File: src/rtl/hazard_pipe_tracker_pkg.sv
// Shared definitions for the hazard pipe tracker slice: register-file
// geometry, writeback-source encodings and FP latency defaults.
package hazard_pipe_tracker_pkg;

  localparam int REG_W    = 5;
  localparam int WBSRC_W  = 2;
  localparam int NUM_REGS = 32;

  localparam logic [WBSRC_W-1:0] WBSRC_MEM = 2'd1;

  localparam int FP_SHORT_LAT_DEF = 2;
  localparam int FP_LONG_LAT_DEF  = 8;
  localparam int CNT_W_DEF        = 4;

endpackage

File: src/rtl/hazard_pipe_tracker_fp_scoreboard.sv
// FP register scoreboard: one countdown counter per FP register. A counter
// is loaded with the producing op's latency when an FP write issues and
// counts down to 0, at which point the register file holds the result.
// Ports:
//   clk, reset      clock and synchronous active-high reset
//   load_i          an FP write is issuing this cycle
//   load_long_i     the issuing FP write is long latency
//   dst_i           destination of the ID instruction (load target / WAW check)
//   fs_i, ft_i      FP sources of the ID instruction
//   fp_read_i       ID instruction reads fs_i/ft_i as FP sources
//   wr_float_i      ID instruction writes an FP destination
//   fp_stall_o      RAW or WAW hazard against a pending FP write
module hazard_pipe_tracker_fp_scoreboard
  import hazard_pipe_tracker_pkg::*;
#(
  parameter int FP_SHORT_LAT = FP_SHORT_LAT_DEF,
  parameter int FP_LONG_LAT  = FP_LONG_LAT_DEF,
  parameter int CNT_W        = CNT_W_DEF
) (
  input  logic             clk,
  input  logic             reset,
  input  logic             load_i,
  input  logic             load_long_i,
  input  logic [REG_W-1:0] dst_i,
  input  logic [REG_W-1:0] fs_i,
  input  logic [REG_W-1:0] ft_i,
  input  logic             fp_read_i,
  input  logic             wr_float_i,
  output logic             fp_stall_o
);

  localparam logic [CNT_W-1:0] CNT_ZERO  = {CNT_W{1'b0}};
  localparam logic [CNT_W-1:0] CNT_ONE   = CNT_W'(1);
  localparam logic [CNT_W-1:0] LAT_SHORT = CNT_W'(FP_SHORT_LAT);
  localparam logic [CNT_W-1:0] LAT_LONG  = CNT_W'(FP_LONG_LAT);

  logic [CNT_W-1:0] sb_q [NUM_REGS];
  logic [CNT_W-1:0] sb_d [NUM_REGS];

  // Next-state of every counter: a fresh load beats the decrement.
  always_comb begin
    for (int i = 0; i < NUM_REGS; i++) begin
      if (load_i && (dst_i == REG_W'(i))) begin
        sb_d[i] = load_long_i ? LAT_LONG : LAT_SHORT;
      end else if (sb_q[i] != CNT_ZERO) begin
        sb_d[i] = sb_q[i] - CNT_ONE;
      end else begin
        sb_d[i] = sb_q[i];
      end
    end
  end

  // Counter array register; reset discards all pending FP writes.
  always_ff @(posedge clk) begin
    if (reset) begin
      for (int i = 0; i < NUM_REGS; i++) begin
        sb_q[i] <= CNT_ZERO;
      end
    end else begin
      sb_q <= sb_d;
    end
  end

  // Hazard compare uses only registered counters and ID-stage fields, so it
  // cannot loop back through the bubble logic in the top.
  always_comb begin
    fp_stall_o = (fp_read_i  & ((sb_q[fs_i] != CNT_ZERO) | (sb_q[ft_i] != CNT_ZERO)))
               | (wr_float_i &  (sb_q[dst_i] != CNT_ZERO));
  end

endmodule

File: src/rtl/hazard_pipe_tracker.sv
// Hazard pipe tracker: carries ID destination metadata through the ID/EX and
// EX/MEM pipe registers for the forwarding unit, injects bubbles on stall or
// flush, and stalls ID on pending multi-cycle FP writes (FP results are never
// forwarded).
// Ports:
//   clk, reset                       clock, synchronous active-high reset
//   ID_Dst/Write/Float/FpLong/WBSrc  destination metadata of the ID instruction
//   ID_Fs/ID_Ft/ID_FpRead            FP sources of the ID instruction
//   fw_stall, flush                  load-use stall and branch/jump squash
//   EX_Dst/Write/Float, WBSrc        EX-stage metadata
//   MEM_Dst/Write/Float              MEM-stage metadata
//   fp_stall                         ID must hold on an FP RAW/WAW hazard
module hazard_pipe_tracker
  import hazard_pipe_tracker_pkg::*;
#(
  parameter int FP_SHORT_LAT = FP_SHORT_LAT_DEF,
  parameter int FP_LONG_LAT  = FP_LONG_LAT_DEF,
  parameter int CNT_W        = CNT_W_DEF
) (
  input  logic               clk,
  input  logic               reset,
  input  logic [REG_W-1:0]   ID_Dst,
  input  logic               ID_Write,
  input  logic               ID_Float,
  input  logic               ID_FpLong,
  input  logic [WBSRC_W-1:0] ID_WBSrc,
  input  logic [REG_W-1:0]   ID_Fs,
  input  logic [REG_W-1:0]   ID_Ft,
  input  logic               ID_FpRead,
  input  logic               fw_stall,
  input  logic               flush,
  output logic [REG_W-1:0]   EX_Dst,
  output logic               EX_Write,
  output logic               EX_Float,
  output logic [WBSRC_W-1:0] WBSrc,
  output logic [REG_W-1:0]   MEM_Dst,
  output logic               MEM_Write,
  output logic               MEM_Float,
  output logic               fp_stall
);

  logic               bubble_s;
  logic               issue_s;
  logic               fp_stall_s;

  logic [REG_W-1:0]   ex_dst_q,   ex_dst_d;
  logic               ex_write_q, ex_write_d;
  logic               ex_float_q, ex_float_d;
  logic [WBSRC_W-1:0] ex_wbsrc_q, ex_wbsrc_d;
  logic [REG_W-1:0]   mem_dst_q;
  logic               mem_write_q;
  logic               mem_float_q;

  // Stall and flush collapse into a single bubble; nothing is queued.
  always_comb begin
    bubble_s = fw_stall | fp_stall_s | flush;
    issue_s  = ~bubble_s & ID_Write;
  end

  hazard_pipe_tracker_fp_scoreboard #(
    .FP_SHORT_LAT (FP_SHORT_LAT),
    .FP_LONG_LAT  (FP_LONG_LAT),
    .CNT_W        (CNT_W)
  ) u_fp_scoreboard (
    .clk         (clk),
    .reset       (reset),
    .load_i      (issue_s & ID_Float),
    .load_long_i (ID_FpLong),
    .dst_i       (ID_Dst),
    .fs_i        (ID_Fs),
    .ft_i        (ID_Ft),
    .fp_read_i   (ID_FpRead),
    .wr_float_i  (ID_Write & ID_Float),
    .fp_stall_o  (fp_stall_s)
  );

  // ID/EX next state: a bubble clears every field.
  always_comb begin
    if (bubble_s) begin
      ex_dst_d   = {REG_W{1'b0}};
      ex_write_d = 1'b0;
      ex_float_d = 1'b0;
      ex_wbsrc_d = {WBSRC_W{1'b0}};
    end else begin
      ex_dst_d   = ID_Dst;
      ex_write_d = ID_Write;
      ex_float_d = ID_Float;
      ex_wbsrc_d = ID_WBSrc;
    end
  end

  // ID/EX and EX/MEM pipe registers; MEM copies EX unconditionally.
  always_ff @(posedge clk) begin
    if (reset) begin
      ex_dst_q    <= {REG_W{1'b0}};
      ex_write_q  <= 1'b0;
      ex_float_q  <= 1'b0;
      ex_wbsrc_q  <= {WBSRC_W{1'b0}};
      mem_dst_q   <= {REG_W{1'b0}};
      mem_write_q <= 1'b0;
      mem_float_q <= 1'b0;
    end else begin
      ex_dst_q    <= ex_dst_d;
      ex_write_q  <= ex_write_d;
      ex_float_q  <= ex_float_d;
      ex_wbsrc_q  <= ex_wbsrc_d;
      mem_dst_q   <= ex_dst_q;
      mem_write_q <= ex_write_q;
      mem_float_q <= ex_float_q;
    end
  end

  assign EX_Dst    = ex_dst_q;
  assign EX_Write  = ex_write_q;
  assign EX_Float  = ex_float_q;
  assign WBSrc     = ex_wbsrc_q;
  assign MEM_Dst   = mem_dst_q;
  assign MEM_Write = mem_write_q;
  assign MEM_Float = mem_float_q;
  assign fp_stall  = fp_stall_s;

endmodule

File: config.mk
export PLATFORM = sky130hd
export DESIGN_NAME = hazard_pipe_tracker
export DESIGN_NICKNAME = d
export VERILOG_FILES = /design/src/rtl/hazard_pipe_tracker_pkg.sv /design/src/rtl/hazard_pipe_tracker_fp_scoreboard.sv /design/src/rtl/hazard_pipe_tracker.sv
export SDC_FILE = /design/constraint.sdc
export NUM_CORES = 1
export LEC_CHECK = 0
export ABC_AREA = 1
export BUFFER_PORTS_ARGS = -buffer_cell sky130_fd_sc_hd__buf_2
export CORE_ASPECT_RATIO = 1.5
export CORE_MARGIN = 8
export CORE_UTILIZATION = 45
export DETAILED_ROUTE_END_ITERATION = 10
export GPL_ROUTABILITY_DRIVEN = 0
export MAX_ROUTING_LAYER = met4
export SLEW_MARGIN = 25
export SYNTH_ARGS = -nofsm -noshare
export SYNTH_HDL_FRONTEND = slang
export SYNTH_HIERARCHICAL = 1
export SYNTH_SLANG_ARGS = --single-unit
File: constraint.sdc
create_clock -name clk -period 3 [get_ports clk]
set_input_delay 0.15 -clock clk [delete_from_list [all_inputs] [get_ports clk]]
set_output_delay 0.15 -clock clk [all_outputs]
set_load 0.05 [all_outputs]
==> results.sh <==
export IMPL_crit_family="simple AND/OR/NAND/NOR gates"
export IMPL_hold_class="primary input to flip-flop"
export IMPL_grt_max_degree=69
export IMPL_cts_setup_buffers=0
export IMPL_initial_core_util=0.455
export IMPL_synthSimpleGateAreaFrac=0.331
export IMPL_synth_top_area_cell="dfxtp_1"
export IMPL_syn_cell_area_mm2=0.00952
export IMPL_clockBufferDepth=2
export IMPL_finalPower_mw=11.3
export IMPL_synth_warnings=6
export IMPL_cp_cell_sequence="nor2_1 > nand2_1 > nor2_1 > o21ai_0 > nor2_1 > nor2_1 > a21oi_1 > nand2_1 > nand3_1 > nand2_2 > nor2_8 > nand2_1 > nor2_4 > nand2_2 > inv_2 > buf_12 > nand2_1 > buf_4 > o21ai_0 > a21oi_1 > nor4_2"
export IMPL_h_tree_depth=4
export IMPL_outcome="completed"
export IMPL_path_class="flip-flop to flip-flop"
export IMPL_cp_arrival_ns=3.16
export IMPL_power_leakage_nw=5.56
export IMPL_syn_nets=1540
export IMPL_grt_pass1_vias=9826
export IMPL_clock_skew_ns=0.00971
export IMPL_synth_edf_count=0
export IMPL_vias=9960
export IMPL_finalWirelength_um=30000
export IMPL_intPower_mw=6.29
export IMPL_cp_start_kind="flip-flop"
export IMPL_drive_gt1_frac=0.177
export IMPL_portBuffers=41
export IMPL_nNetsFinal=1669
export IMPL_synth_most_common_cell="nand2_1"
export IMPL_swShare=0.446
export IMPL_critPathMaxStageDelay_ns=0.31
export IMPL_post_drt_via_cell_ratio=5.35
export IMPL_tightest_slew_ns=0.623
export IMPL_antenna_found_initial=0
export IMPL_pin_count=42
export IMPL_synth_top_cell_area_share=0.303
export IMPL_diodes=0
export IMPL_critPathCaptureType="flip-flop"
export IMPL_cpMaxStageDelayCell="dfxtp_1"
export IMPL_setup_violations=0
export IMPL_dieArea_mm2=0.0262
export IMPL_finalHoldViolations=0
export IMPL_seq_area_frac_synth=0.303
export IMPL_area_delta_synth_final_pct=21.3
export IMPL_grt_usage=0.240
export IMPL_path_buf_inv=3
export IMPL_yosys_area_share_xor_xnor=0.0230
export IMPL_rsz0062_at_grt="yes"
export IMPL_power_density_mw_per_mm2=982
export IMPL_seqPwrFrac=0.280
export IMPL_cts_tree="built"
export IMPL_ys_ff_latch=144
export IMPL_clockPowerShare=0.189
export IMPL_synth_top_family_by_area="simple AND/OR/NAND/NOR gates"
export IMPL_drv_cap=0
export IMPL_max_slew_margin_rel=0.582
export IMPL_overflow=0
export IMPL_grt_pass1_wl_um=48400
export IMPL_drt_iter0_markers=662
export IMPL_clockRootBuffer="clkbuf_16"
export IMPL_drc=0
export IMPL_worstPathMaxFanout=4
export IMPL_synth_mux_area_frac=0
export IMPL_tns_ns=0
export IMPL_fin_util=0.552
export IMPL_dr_pass1_iters=7
export IMPL_comb_power_share=0.531
export IMPL_ys_top_cells_by_count="335 x nand2_1, 216 x inv_1, 165 x nor2_1"
export IMPL_ys_flop_type="dfxtp_1"
export IMPL_synth_cell_type_count=42
export IMPL_syn_instance_count=1453
export IMPL_clk_latency_ns=0.44
export IMPL_rows=65
export IMPL_cts_clk_slew_worst_paths_ns=0.07
export IMPL_place_detailed_hpwl_um=22600
export IMPL_layout_min_cycle_time_ns=2.81
export IMPL_cts_made_buffers=17
export IMPL_async_reset_ff_frac=0
export IMPL_whs_ns=0.0171
export IMPL_drtAntennaViolNets=0
export IMPL_synthTopCellsByArea="dfxtp_1 30%, nand2_1 13%, inv_1 8.5%"
export IMPL_fmax_mhz=356
export IMPL_p_switching_mw=5.05
export IMPL_fin_crit_sh=0.938
export IMPL_core_area_mm2=0.0209
export IMPL_detail_route_wl_per_cell_um=16.1
export IMPL_die_h_um=194
export IMPL_crit_required_ns=3.35
export IMPL_synthAdderAreaFrac=0.0815
export IMPL_cts_sinks=144
export IMPL_maxSlewViolCount=0
export IMPL_peakVddDrop_mv=0.423
export IMPL_die_w_um=135
export IMPL_syn_area_per_cell_um2=6.55
export IMPL_synth_compound_area_frac=0.140
-- state kept, by name, indices dropped and copies added, names as in the netlist --
signal,cells
WBSrc,2
EX_Write,1
EX_Dst,5
EX_Float,1
u_fp_scoreboard/sb_q,128
MEM_Write,1
MEM_Float,1
MEM_Dst,5
-- power by group through the flow --
stage | Sequential (mW) | Combinational [mW] | Clock (mW)
detailed placement | 3.15 | 5.88 | 0
CTS | 3.12 | 5.93 | 2.19
global placement | 3.14 | 5.84 | 0
global route | 3.26 | 6.92 | 2.27
floorplan | 3.05 | 4.26 | 0
finish | 3.18 | 6.02 | 2.14
-- worst paths after layout --
check | from | end | slack, ns | cells after the start
min reg2reg | EX_Float | MEM_Float | 0.42 | 2
min | ID_Dst[0] | EX_Dst[0] | 0.02 | 3
max | u_fp_scoreboard/sb_q[24] | u_fp_scoreboard/sb_q[43] | 0.19 | 21
max reg2reg | u_fp_scoreboard/sb_q[24] | u_fp_scoreboard/sb_q[43] | 0.19 | 21
-- through the flow --
step                      instances  worst slack, ns  cell area, µm²
after floorplan                1453            0.179            9520
after global placement         1827           0.0311           10800
after detailed placement       1827         0.000660           10800
after CTS                      1863           0.0352           11400
after global routing           1863          -0.0302           11500
final                          1863            0.187           11500
-- kinds of logic after synthesis --
logic type	Yosys count
buf+inv	294
flops	144
xor+xnor	25
compound gates	210
fa+ha+maj	62
simple gates	718
-- area by class of cell --
class | instances | area, µm²
clock buffers | 20 | 447
clock inverters | 12 | 135
fillers | 2116 | 9360
inverters | 253 | 960
multi-input cells | 1015 | 5630
flip-flops and latches | 144 | 2880
well taps | 268 | 335
repair buffers | 151 | 1160
-- placed cells by master, fill, tap and decap left out, types with 17 or more instances in the layout --
cell type  count
a2111oi_0     22
nand2_1      332
inv_2         35
nor2_1       142
nor3_1        54
dfxtp_1      143
inv_1        215
nor2_4        25
xor2_1        18
clkbuf_16     17
buf_4         96
nand3_1      100
ha_1          62
o21ai_0       54
nor2_2        25
a21oi_1       44
buf_2         41
-- metal layers --
layer  share of wire  global-route usage  up-vias
met4           0.046               0.123        0
li1                -                   -     4977
met1            0.40               0.251     4646
met3           0.042              0.0379       71
met5               0                   -        -
met2            0.52               0.422      266
-- timing repair --
item | 4_1_cts | 5_1_grt
setup endpoints to repair | 0 | 117
resized for setup | 0 | 50
endpoints found under the hold margin | 4 | 0
hold buffers | 4 | 0
-- worst min-delay path, stage by stage --
cell and delay [ns]:
buf_2 0.15, inv_1 0.07, nor2_1 0.04
No activity file was read; power rests on OpenSTA's default activity.
